<file path="config.mk">
export PLATFORM = sky130hd
export DESIGN_NAME = pc_source_mux
export DESIGN_NICKNAME = d
export VERILOG_FILES = /design/src/rtl/pc_mux_pkg.sv /design/src/rtl/pc_prio_enc.sv /design/src/rtl/pc_source_mux.sv
export SDC_FILE = /design/constraint.sdc
export NUM_CORES = 1
export LEC_CHECK = 0
export BUFFER_PORTS_ARGS = -buffer_cell sky130_fd_sc_hd__buf_2
export CAP_MARGIN = 20
export CORE_MARGIN = 3
export CORE_UTILIZATION = 46
export DETAILED_ROUTE_END_ITERATION = 6
export PLACE_DENSITY = 0.76
export SLEW_MARGIN = 25
export SYNTH_ARGS = -nofsm -noshare
export SYNTH_HDL_FRONTEND = slang
export SYNTH_SLANG_ARGS = --single-unit
</file>
<file path="constraint.sdc">
create_clock -name clk -period 4 [get_ports clk]
set_input_delay 0.2 -clock clk [delete_from_list [all_inputs] [get_ports clk]]
set_output_delay 0.2 -clock clk [all_outputs]
set_load 0.01 [all_outputs]
</file>
<file path="src/rtl/pc_mux_pkg.sv">
// Shared types and constants for the fetch-stage next-PC selector.
// Used by pc_source_mux and pc_prio_enc.
package pc_mux_pkg;

    localparam int SEL_INC     = 0;
    localparam int DEFAULT_INC = 4;
    localparam int MAX_PC_W    = 64;
    localparam int MAX_IDX_W   = 8;

    function automatic int sel_width(input int num_src);
        return (num_src < 1) ? 1 : $clog2(num_src + 1);
    endfunction

    // Single-entry holding slot for a redirect seen while fetch is stalled.
    typedef struct packed {
        logic                 valid;
        logic [MAX_IDX_W-1:0] idx;
        logic [MAX_PC_W-1:0]  target;
    } pend_slot_t;

endpackage

</file>
<file path="src/rtl/pc_prio_enc.sv">
// Priority encoder over redirect requests: the highest set index wins.
module pc_prio_enc #(
    parameter int NUM_SRC = 3,
    parameter int IDX_W   = 2
) (
    input  logic [NUM_SRC-1:0] req,
    output logic               found,
    output logic [IDX_W-1:0]   idx
);

    always_comb begin
        found = 1'b0;
        idx   = '0;
        for (int k = 0; k < NUM_SRC; k++) begin
            if (req[k]) begin
                found = 1'b1;
                idx   = IDX_W'(k);
            end
        end
    end

endmodule

</file>
<file path="src/rtl/pc_source_mux.sv">
// Registered next-PC selector: increment, prioritised redirects, stall hold with one pending slot.
// Optional PC_SOURCE_MUX_ALIGN_CHECK_EN forces target bits [1:0] to zero and flags align_err.
module pc_source_mux
    import pc_mux_pkg::*;
#(
    parameter int               WIDTH        = 32,
    parameter int               NUM_SRC      = 3,
    parameter int               INC          = DEFAULT_INC,
    parameter logic [WIDTH-1:0] RESET_VECTOR = '0
) (
    input  logic                          clk,
    input  logic                          rst,
    input  logic                          stall,
    input  logic [NUM_SRC-1:0]            src_valid,
    input  logic [NUM_SRC*WIDTH-1:0]      src_data,
    output logic [WIDTH-1:0]              pc_out,
    output logic                          pc_valid,
    output logic [sel_width(NUM_SRC)-1:0] sel_out,
    output logic                          redirect_pending
`ifdef PC_SOURCE_MUX_ALIGN_CHECK_EN
    ,
    output logic                          align_err
`endif
);

    localparam int SEL_W = sel_width(NUM_SRC);

    logic             live_found;
    logic [SEL_W-1:0] live_idx;
    logic [WIDTH-1:0] live_target;
    pend_slot_t       slot_p0;
    logic [SEL_W-1:0] slot_idx;
    logic [WIDTH-1:0] slot_target;
    logic             take_live;
    logic             win_found;
    logic [SEL_W-1:0] win_idx;
    logic [WIDTH-1:0] win_target;

    function automatic logic [WIDTH-1:0] align_target(input logic [WIDTH-1:0] t);
`ifdef PC_SOURCE_MUX_ALIGN_CHECK_EN
        return {t[WIDTH-1:2], 2'b00};
`else
        return t;
`endif
    endfunction

    pc_prio_enc #(
        .NUM_SRC(NUM_SRC),
        .IDX_W  (SEL_W)
    ) u_prio (
        .req  (src_valid),
        .found(live_found),
        .idx  (live_idx)
    );

    // Live request beats the slot only when its index is at least the slot's.
    always_comb begin
        live_target = src_data[int'(live_idx)*WIDTH +: WIDTH];
        slot_idx    = SEL_W'(slot_p0.idx);
        slot_target = WIDTH'(slot_p0.target);
        take_live   = live_found && (!slot_p0.valid || (live_idx >= slot_idx));
        win_found   = live_found || slot_p0.valid;
        win_idx     = take_live ? live_idx : slot_idx;
        win_target  = take_live ? live_target : slot_target;
    end

    assign redirect_pending = slot_p0.valid;

    // Stage p0 -> pc_out / slot
    always_ff @(posedge clk) begin
        if (rst) begin
            pc_out        <= RESET_VECTOR;
            pc_valid      <= 1'b0;
            sel_out       <= SEL_W'(SEL_INC);
            slot_p0.valid <= 1'b0;
`ifdef PC_SOURCE_MUX_ALIGN_CHECK_EN
            align_err     <= 1'b0;
`endif
        end else begin
            pc_valid  <= 1'b1;
`ifdef PC_SOURCE_MUX_ALIGN_CHECK_EN
            align_err <= 1'b0;
`endif
            if (stall) begin
                if (take_live) begin
                    slot_p0.valid  <= 1'b1;
                    slot_p0.idx    <= MAX_IDX_W'(live_idx);
                    slot_p0.target <= MAX_PC_W'(live_target);
                end
            end else begin
                slot_p0.valid <= 1'b0;
                if (win_found) begin
                    pc_out    <= align_target(win_target);
                    sel_out   <= win_idx + SEL_W'(1);
`ifdef PC_SOURCE_MUX_ALIGN_CHECK_EN
                    align_err <= |win_target[1:0];
`endif
                end else begin
                    pc_out  <= pc_out + WIDTH'(INC);
                    sel_out <= SEL_W'(SEL_INC);
                end
            end
        end
    end

endmodule
</file>
==> results of run 1 <==
synth_stat cells (4+ instances only):
cell	count	area share, %
a211oi_1	4	0.70
a21oi_1	21	2.5
a221oi_1	8	1.6
a31oi_1	8	1.2
and2_1	5	0.73
and3_1	13	1.9
and4_1	7	1.4
buf_2	7	0.82
clkbuf_1	22	1.9
dfxtp_1	36	17
edfxtp_1	34	24
inv_1	13	1.1
mux2_2	4	1.1
mux2i_1	38	8.9
nand2_1	54	4.8
nand3_1	23	2.7
nand4_1	11	1.6
nor2_1	24	2.1
nor2b_1	4	0.59
nor3_1	17	2.0
nor4_1	5	0.73
o211ai_1	5	0.88
o21ai_0	53	6.2
o32ai_1	5	1.0
power breakdown:
part / total (W) / internal [W] / switching (W)
sequential: 0.000855 / 0.000804 / 0.0000509
combinational: 0.000321 / 0.000139 / 0.000182
clock: 0.000578 / 0.000289 / 0.000289
cells by family after synthesis:
group / Yosys count / share of synthesized area, %
muxes: 42 / 9.98
adders and majority gates: 3 / 0.881
DFF: 70 / 40.9
and+or+nand+nor: 178 / 21.3
xor gates and xnor gates: 2 / 0.411
buffers and inverters: 48 / 4.70
AOI/OAI and AO/OA: 142 / 21.9
routing by layer:
| layer | up-vias | share of wire [%] | track usage, % |
|---|---|---|---|
| met5 | - | 0 | 0 |
| met4 | 0 | 2.3 | 11.0 |
| met3 | 27 | 9.9 | 5.12 |
| met2 | 276 | 48 | 40.9 |
| met1 | 2121 | 40 | 33.9 |
| li1 | 2100 | - | - |
worst max-delay path: cells and delay by family, from the launching register on:
kind / cells / cell delay [ps]
fa+ha+maj: 1 / 300
flops: 1 / 440
compound gates: 3 / 940
simple gates: 2 / 630
state kept, by name (all words and copies together), names as in the netlist:
register and flops:
pc_out 32, pc_valid 1, redirect_pending 1, sel_out 2, slot_idx 2, slot_p0 32
metrics by stage:
step | instances | utilization [%] | area, um^2 | hold slack [ps]
finish | 718 | 58.5 | 5180 | 172
global placement | 702 | 56.3 | 4980 | 456
CTS | 718 | 58.5 | 5180 | 147
floorplan | 485 | - | 4260 | 299
global route | 718 | 58.5 | 5180 | 180
detailed placement | 702 | 56.3 | 4980 | 474
final timing paths:
check          startpoint           to  slack (ps)  cells after the start
max reg2reg   slot_idx[0]   pc_out[19]        1570                      6
min reg2reg    sel_out[0]   sel_out[0]         480                      2
min          src_data[83]  slot_p0[19]         170                      3
max           slot_idx[0]   pc_out[19]        1570                      6
layout make-up:
cell class	count	area (um^2)	share of cell area, %
Clock buffer	9	124	2.39
Clock inverter	7	72.6	1.40
Inverter	14	52.6	1.01
Multi-Input combinational cell	367	2320	44.8
Sequential cell	70	1740	33.6
Tap cell	108	135	2.61
Timing Repair Buffer	143	731	14.1
==> results_dict.tcl, run 1 <==
set metrics [dict create \
    die_area_mm2 0.0105 \
    synth_edf_count 34 \
    skew_ps 10.4 \
    holdBufCountCts 0 \
    worst_ep_arrival_time_ps 2660 \
    synth.yosys.seq_area_share_pct 40.9 \
    synthCells 485 \
    clock.fmax_mhz 412 \
    status "finished clean" \
    worstPathRequired_ps 4230 \
    grt_pass1_vias 4249 \
    firstDrtPassIters 6 \
    drt-initial-drc-count 357 \
    crit_fanout 17 \
    cts_tree "yes" \
    drc_errors 0 \
    avgSynthCellArea_um2 8.79 \
    clock_latency_ps 350 \
    crit_slowest_cell "a2111oi_0" \
    power.leakage_nw 2.20 \
    path_cells "ha_1 > nand2b_1 > a21bo_2 > nand2_1 > a2111oi_0 > a211oi_1" \
    period_needed_ps 2430 \
    nets 710 \
    port_buffers 137 \
    htree_levels 3 \
    hp-class "primary input to flip-flop" \
    yosysWarnings 0 \
    peakVddDrop_mv 0.185 \
    synth_fp_nets 590 \
    tightestPinTransition_ps 946 \
    synth_seq_cells 70 \
    antenna_found_initial 0 \
    mostFrequentLayoutCell "buf_2" \
    syn_to_final_growth_pct 21.5 \
    die_h_um 102 \
    cts_root_buffer "clkbuf_8" \
    worst_slack_ps 1570 \
    finalPower_w 0.00175 \
    finalWirelength_mm 13.2 \
    drt-vias-per-instance 6.30 \
    relSlewSlack_pct 36.9 \
    placement_rows 34 \
    cts_setup_buffers 0 \
    grt_max_degree 55 \
    cts.sink_count 70 \
    vias 4524 \
    ys_types 61 \
    layout_common_cells "137 x buf_2, 54 x nand2_1, 53 x o21ai_0, 38 x mux2i_1, 36 x dfxtp_1" \
    hold_viol_final 0 \
    nFillCells 823 \
    drive_above_1_share_pct 28.2 \
    setup_viol 0 \
    grt_pass1_wl_mm 21.0 \
    start_util_pct 48.2 \
    cpPeakStageDelay_ps 550 \
    powerDensity_mw_per_mm2 339 \
    post-place-ws_ps 1230 \
    clkSlewWorstSetupHoldPaths_ps 80 \
    overflow 0 \
    gp_congestion 0.956 \
    postRouteAntennaNets 0 \
    crit_type "flip-flop to flip-flop" \
    core_area_mm2 0.00885 \
    cts_resized 0 \
    cp-end-kind "flip-flop" \
    drv_slew 0 \
    start_kind "flip-flop" \
    rsz0062_at_grt "false" \
    synthArstFlopShare_pct 0 \
    pin_count 138 \
    cts_buffers 9 \
    wire_per_inst_um 18.4 \
    finalCritPeriodShare_pct 60.7 \
    dp_hpwl_mm 9.67 \
    fin_setup_tns_ps 0 \
    netlist_area_mm2 0.00426 \
    diodes 0 \
    clockBufferDepth 2 \
    grt_use_total_pct 25.6 \
    drv_cap 0 \
    synth_flop_cell "dfxtp_1" \
    die_w_um 102 \
]
No activity file was read; power rests on OpenSTA's default activity.
==> run 2: changes to the inputs <==
--- a/config.mk
+++ b/config.mk
@@ -5,12 +5,13 @@
 export SDC_FILE = /design/constraint.sdc
 export NUM_CORES = 1
 export LEC_CHECK = 0
+export ABC_AREA = 1
 export BUFFER_PORTS_ARGS = -buffer_cell sky130_fd_sc_hd__buf_2
 export CAP_MARGIN = 20
 export CORE_MARGIN = 3
-export CORE_UTILIZATION = 46
+export CORE_UTILIZATION = 50
 export DETAILED_ROUTE_END_ITERATION = 6
-export PLACE_DENSITY = 0.76
+export PLACE_DENSITY = 0.77
 export SLEW_MARGIN = 25
 export SYNTH_ARGS = -nofsm -noshare
 export SYNTH_HDL_FRONTEND = slang
==> constraint.sdc (replaced) <==
create_clock -name clk -period 2.5 [get_ports clk]
set_input_delay 0.125 -clock clk [delete_from_list [all_inputs] [get_ports clk]]
set_output_delay 0.125 -clock clk [all_outputs]
set_load 0.01 [all_outputs]
==> run 2 against run 1 <==
Design area rose by 10%. Global-route usage fell by 0.61 points. Worst setup slack got worse by 1200 ps. Combinational power rose by 85%. Critical path depth rose by 5. Critical path type unchanged. Largest power group unchanged. Highest routed layer unchanged.
==> results_dict.tcl, run 2 <==
set metrics [dict create \
    synth.yosys.seq_area_share_pct 36.5 \
    drv_cap 0 \
    crit_slowest_cell "edfxtp_1" \
    diodes 0 \
    yosysMostFrequentCell "nand2_1" \
    yosys-top-cells-count "210 x nand2_1, 99 x inv_1, 84 x nor2_1" \
    synth_top_area_share_pct 21.4 \
    crit_type "flip-flop to flip-flop" \
    relSlewSlack_pct 45.5 \
    cts_setup_buffers 0 \
    postRouteAntennaNets 0 \
    die_w_um 104 \
    die_h_um 104 \
    cts_buffers 9 \
    rsz0062_at_grt "false" \
    nFillCells 864 \
    synth_seq_cells 70 \
    r2r-end "pc_out[9]" \
    crit_fanout 25 \
    drive_above_1_share_pct 24.3 \
    drt-vias-per-instance 5.05 \
    peakVddDrop_mv 0.210 \
    cpPeakStageDelay_ps 410 \
    drt-initial-drc-count 395 \
    worstPathRequired_ps 2740 \
    netlist_area_mm2 0.00477 \
    clock.fmax_mhz 466 \
    cp-end-kind "flip-flop" \
    port_buffers 137 \
    wire_per_inst_um 13.3 \
    min_to "slot_idx[1]" \
    vias 5036 \
    tightestPinTransition_ps 817 \
    multi_input_comb_area_mm2 0.00249 \
    holdWs_ps 30.2 \
    yosysWarnings 0 \
    start_kind "flip-flop" \
    placement_rows 35 \
    synthArstFlopShare_pct 0 \
    worst_ep_arrival_time_ps 2390 \
    clkSlewWorstSetupHoldPaths_ps 70 \
    drc_errors 0 \
    mostFrequentLayoutCell "nand2_1" \
    reg_top3 "pc_out (32), slot_p0 (32)" \
    final-seq-area_mm2 0.00174 \
    path_cells "ha_1 > inv_1 > nand2_1 > nand2_1 > nand2_4 > nand2_4 > buf_4 > inv_4 > or2_2 > nand3_1 > a21oi_1" \
    synth_edf_count 34 \
    path_buf_inv 3 \
    fin_setup_tns_ps 0 \
    synth_fp_nets 842 \
    power.leakage_nw 2.79 \
    die_area_mm2 0.0107 \
    gp_congestion 0.884 \
    skew_ps 16.1 \
    core_area_mm2 0.00924 \
    ys_top_cells_by_area "edfxtp_1 21%, nand2_1 17%, dfxtp_1 15%" \
    overflow 0 \
    antenna_found_initial 0 \
    hp-start "src_valid[2]" \
    cts.sink_count 70 \
    drv_slew 0 \
    r2r-start "slot_idx[0]" \
    ys_types 32 \
    finalWirelength_mm 13.3 \
    r2r_slack_ps 350 \
    start_util_pct 51.6 \
    layout_common_cells "210 x nand2_1, 137 x buf_2, 99 x inv_1, 84 x nor2_1, 71 x nand3_1" \
    dp_cells 981 \
    hp-class "primary input to flip-flop" \
    htree_levels 3 \
    period_needed_ps 2150 \
    grt_pass1_vias 4658 \
    grt_pass1_wl_mm 22.1 \
    grt_use_total_pct 25.0 \
    final_cell_count_no_fill 997 \
    syn_to_final_growth_pct 19.6 \
    synth_flop_cell "dfxtp_1" \
    yosysTopAreaCell "edfxtp_1" \
    hold_depth 1 \
    cts_tree "yes" \
    pin_count 138 \
    avgSynthCellArea_um2 6.47 \
    cts_resized 0 \
    grt_max_degree 53 \
    hold_viol_final 0 \
    clock_latency_ps 360 \
    ff2ff_path_depth 11 \
    clockBufferDepth 2 \
    cts_root_buffer "clkbuf_8" \
    setup_viol 0 \
    synthCells 737 \
    nets 968 \
    finalCritPeriodShare_pct 85.9 \
    critPathTopFamily "simple AND/OR/NAND/NOR gates" \
    holdBufCountCts 0 \
    dp_hpwl_mm 10.4 \
    status "finished clean" \
    firstDrtPassIters 5 \
    powerDensity_mw_per_mm2 483 \
]
==> run 2: through the flow <==
stage / worst slack (ps) / cell area, um^2 / power (W) / utilization (%)
finish: 353 / 5700 / 0.00275 / 61.7
global route: 184 / 5700 / 0.00291 / 61.7
CTS: 356 / 5700 / 0.00276 / 61.7
detailed placement: 291 / 5540 / 0.00198 / 59.9
global placement: 353 / 5540 / 0.00197 / 59.9
floorplan: 9.59 / 4780 / 0.00175 / -
==> run 2: how the worst max path moves through the flow <==
stage | slack, ps | from | cells after the start | end
finish | 350 | slot_idx[0] | 11 | pc_out[9]
global route | 180 | slot_idx[0] | 11 | pc_out[9]
CTS | 360 | slot_idx[0] | 11 | pc_out[9]
detailed placement | 290 | src_valid[1] | 13 | pc_out[9]
global placement | 350 | src_valid[1] | 13 | pc_out[9]
floorplan | 10 | src_valid[2] | 11 | slot_idx[0]
==> run 2: cell type report <==
cell class,instances,area share [%]
multi-input cells,534,43.7
clock inverters,6,0.680
repair buffers,144,13.2
inverters,104,6.89
clock buffers,10,2.24
flip-flops and latches,70,30.5
well taps,129,2.83
==> run 2: cells by family (layout without fill, tap and decap cells) <==
| group | Yosys count | in the layout | synth area share (%) |
|---|---|---|---|
| simple gates | 415 | 415 | 37.8 |
| buf+inv | 133 | 264 | 11.5 |
| compound gates | 112 | 112 | 12.7 |
| flops | 70 | 70 | 36.5 |
| xor+xnor | 4 | 4 | 0.734 |
| fa+ha+maj | 3 | 3 | 0.787 |
==> run 2: metal layers <==
layer  routed length, um  global-route usage [%]  up-vias
met3                1100                    4.49       21
met5                   0                       0        -
met2                5870                    39.2      210
li1                    -                       -     2591
met4                 269                    8.45        0
met1                6030                    35.0     2214
==> run 2: power breakdown <==
| part | total [W] | leakage (nW) | internal, W | switching, W |
|---|---|---|---|---|
| Clock | 0.000790 | 0.0837 | 0.000356 | 0.000434 |
| Sequential | 0.00137 | 0.613 | 0.00129 | 0.0000800 |
| Combinational | 0.000593 | 2.09 | 0.000238 | 0.000355 |
| Total | 0.00275 | 2.79 | 0.00189 | 0.000869 |
==> run 2: worst reg2reg max path: cells and delay by family, from the launching register on <==
kind / cells / cell delay (ps)
adder cells (fa/ha/maj): 1 / 290
buffers and inverters: 3 / 470
AO/OA/AOI/OAI: 1 / 70
flip-flops: 1 / 410
AND/OR/NAND/NOR: 6 / 810
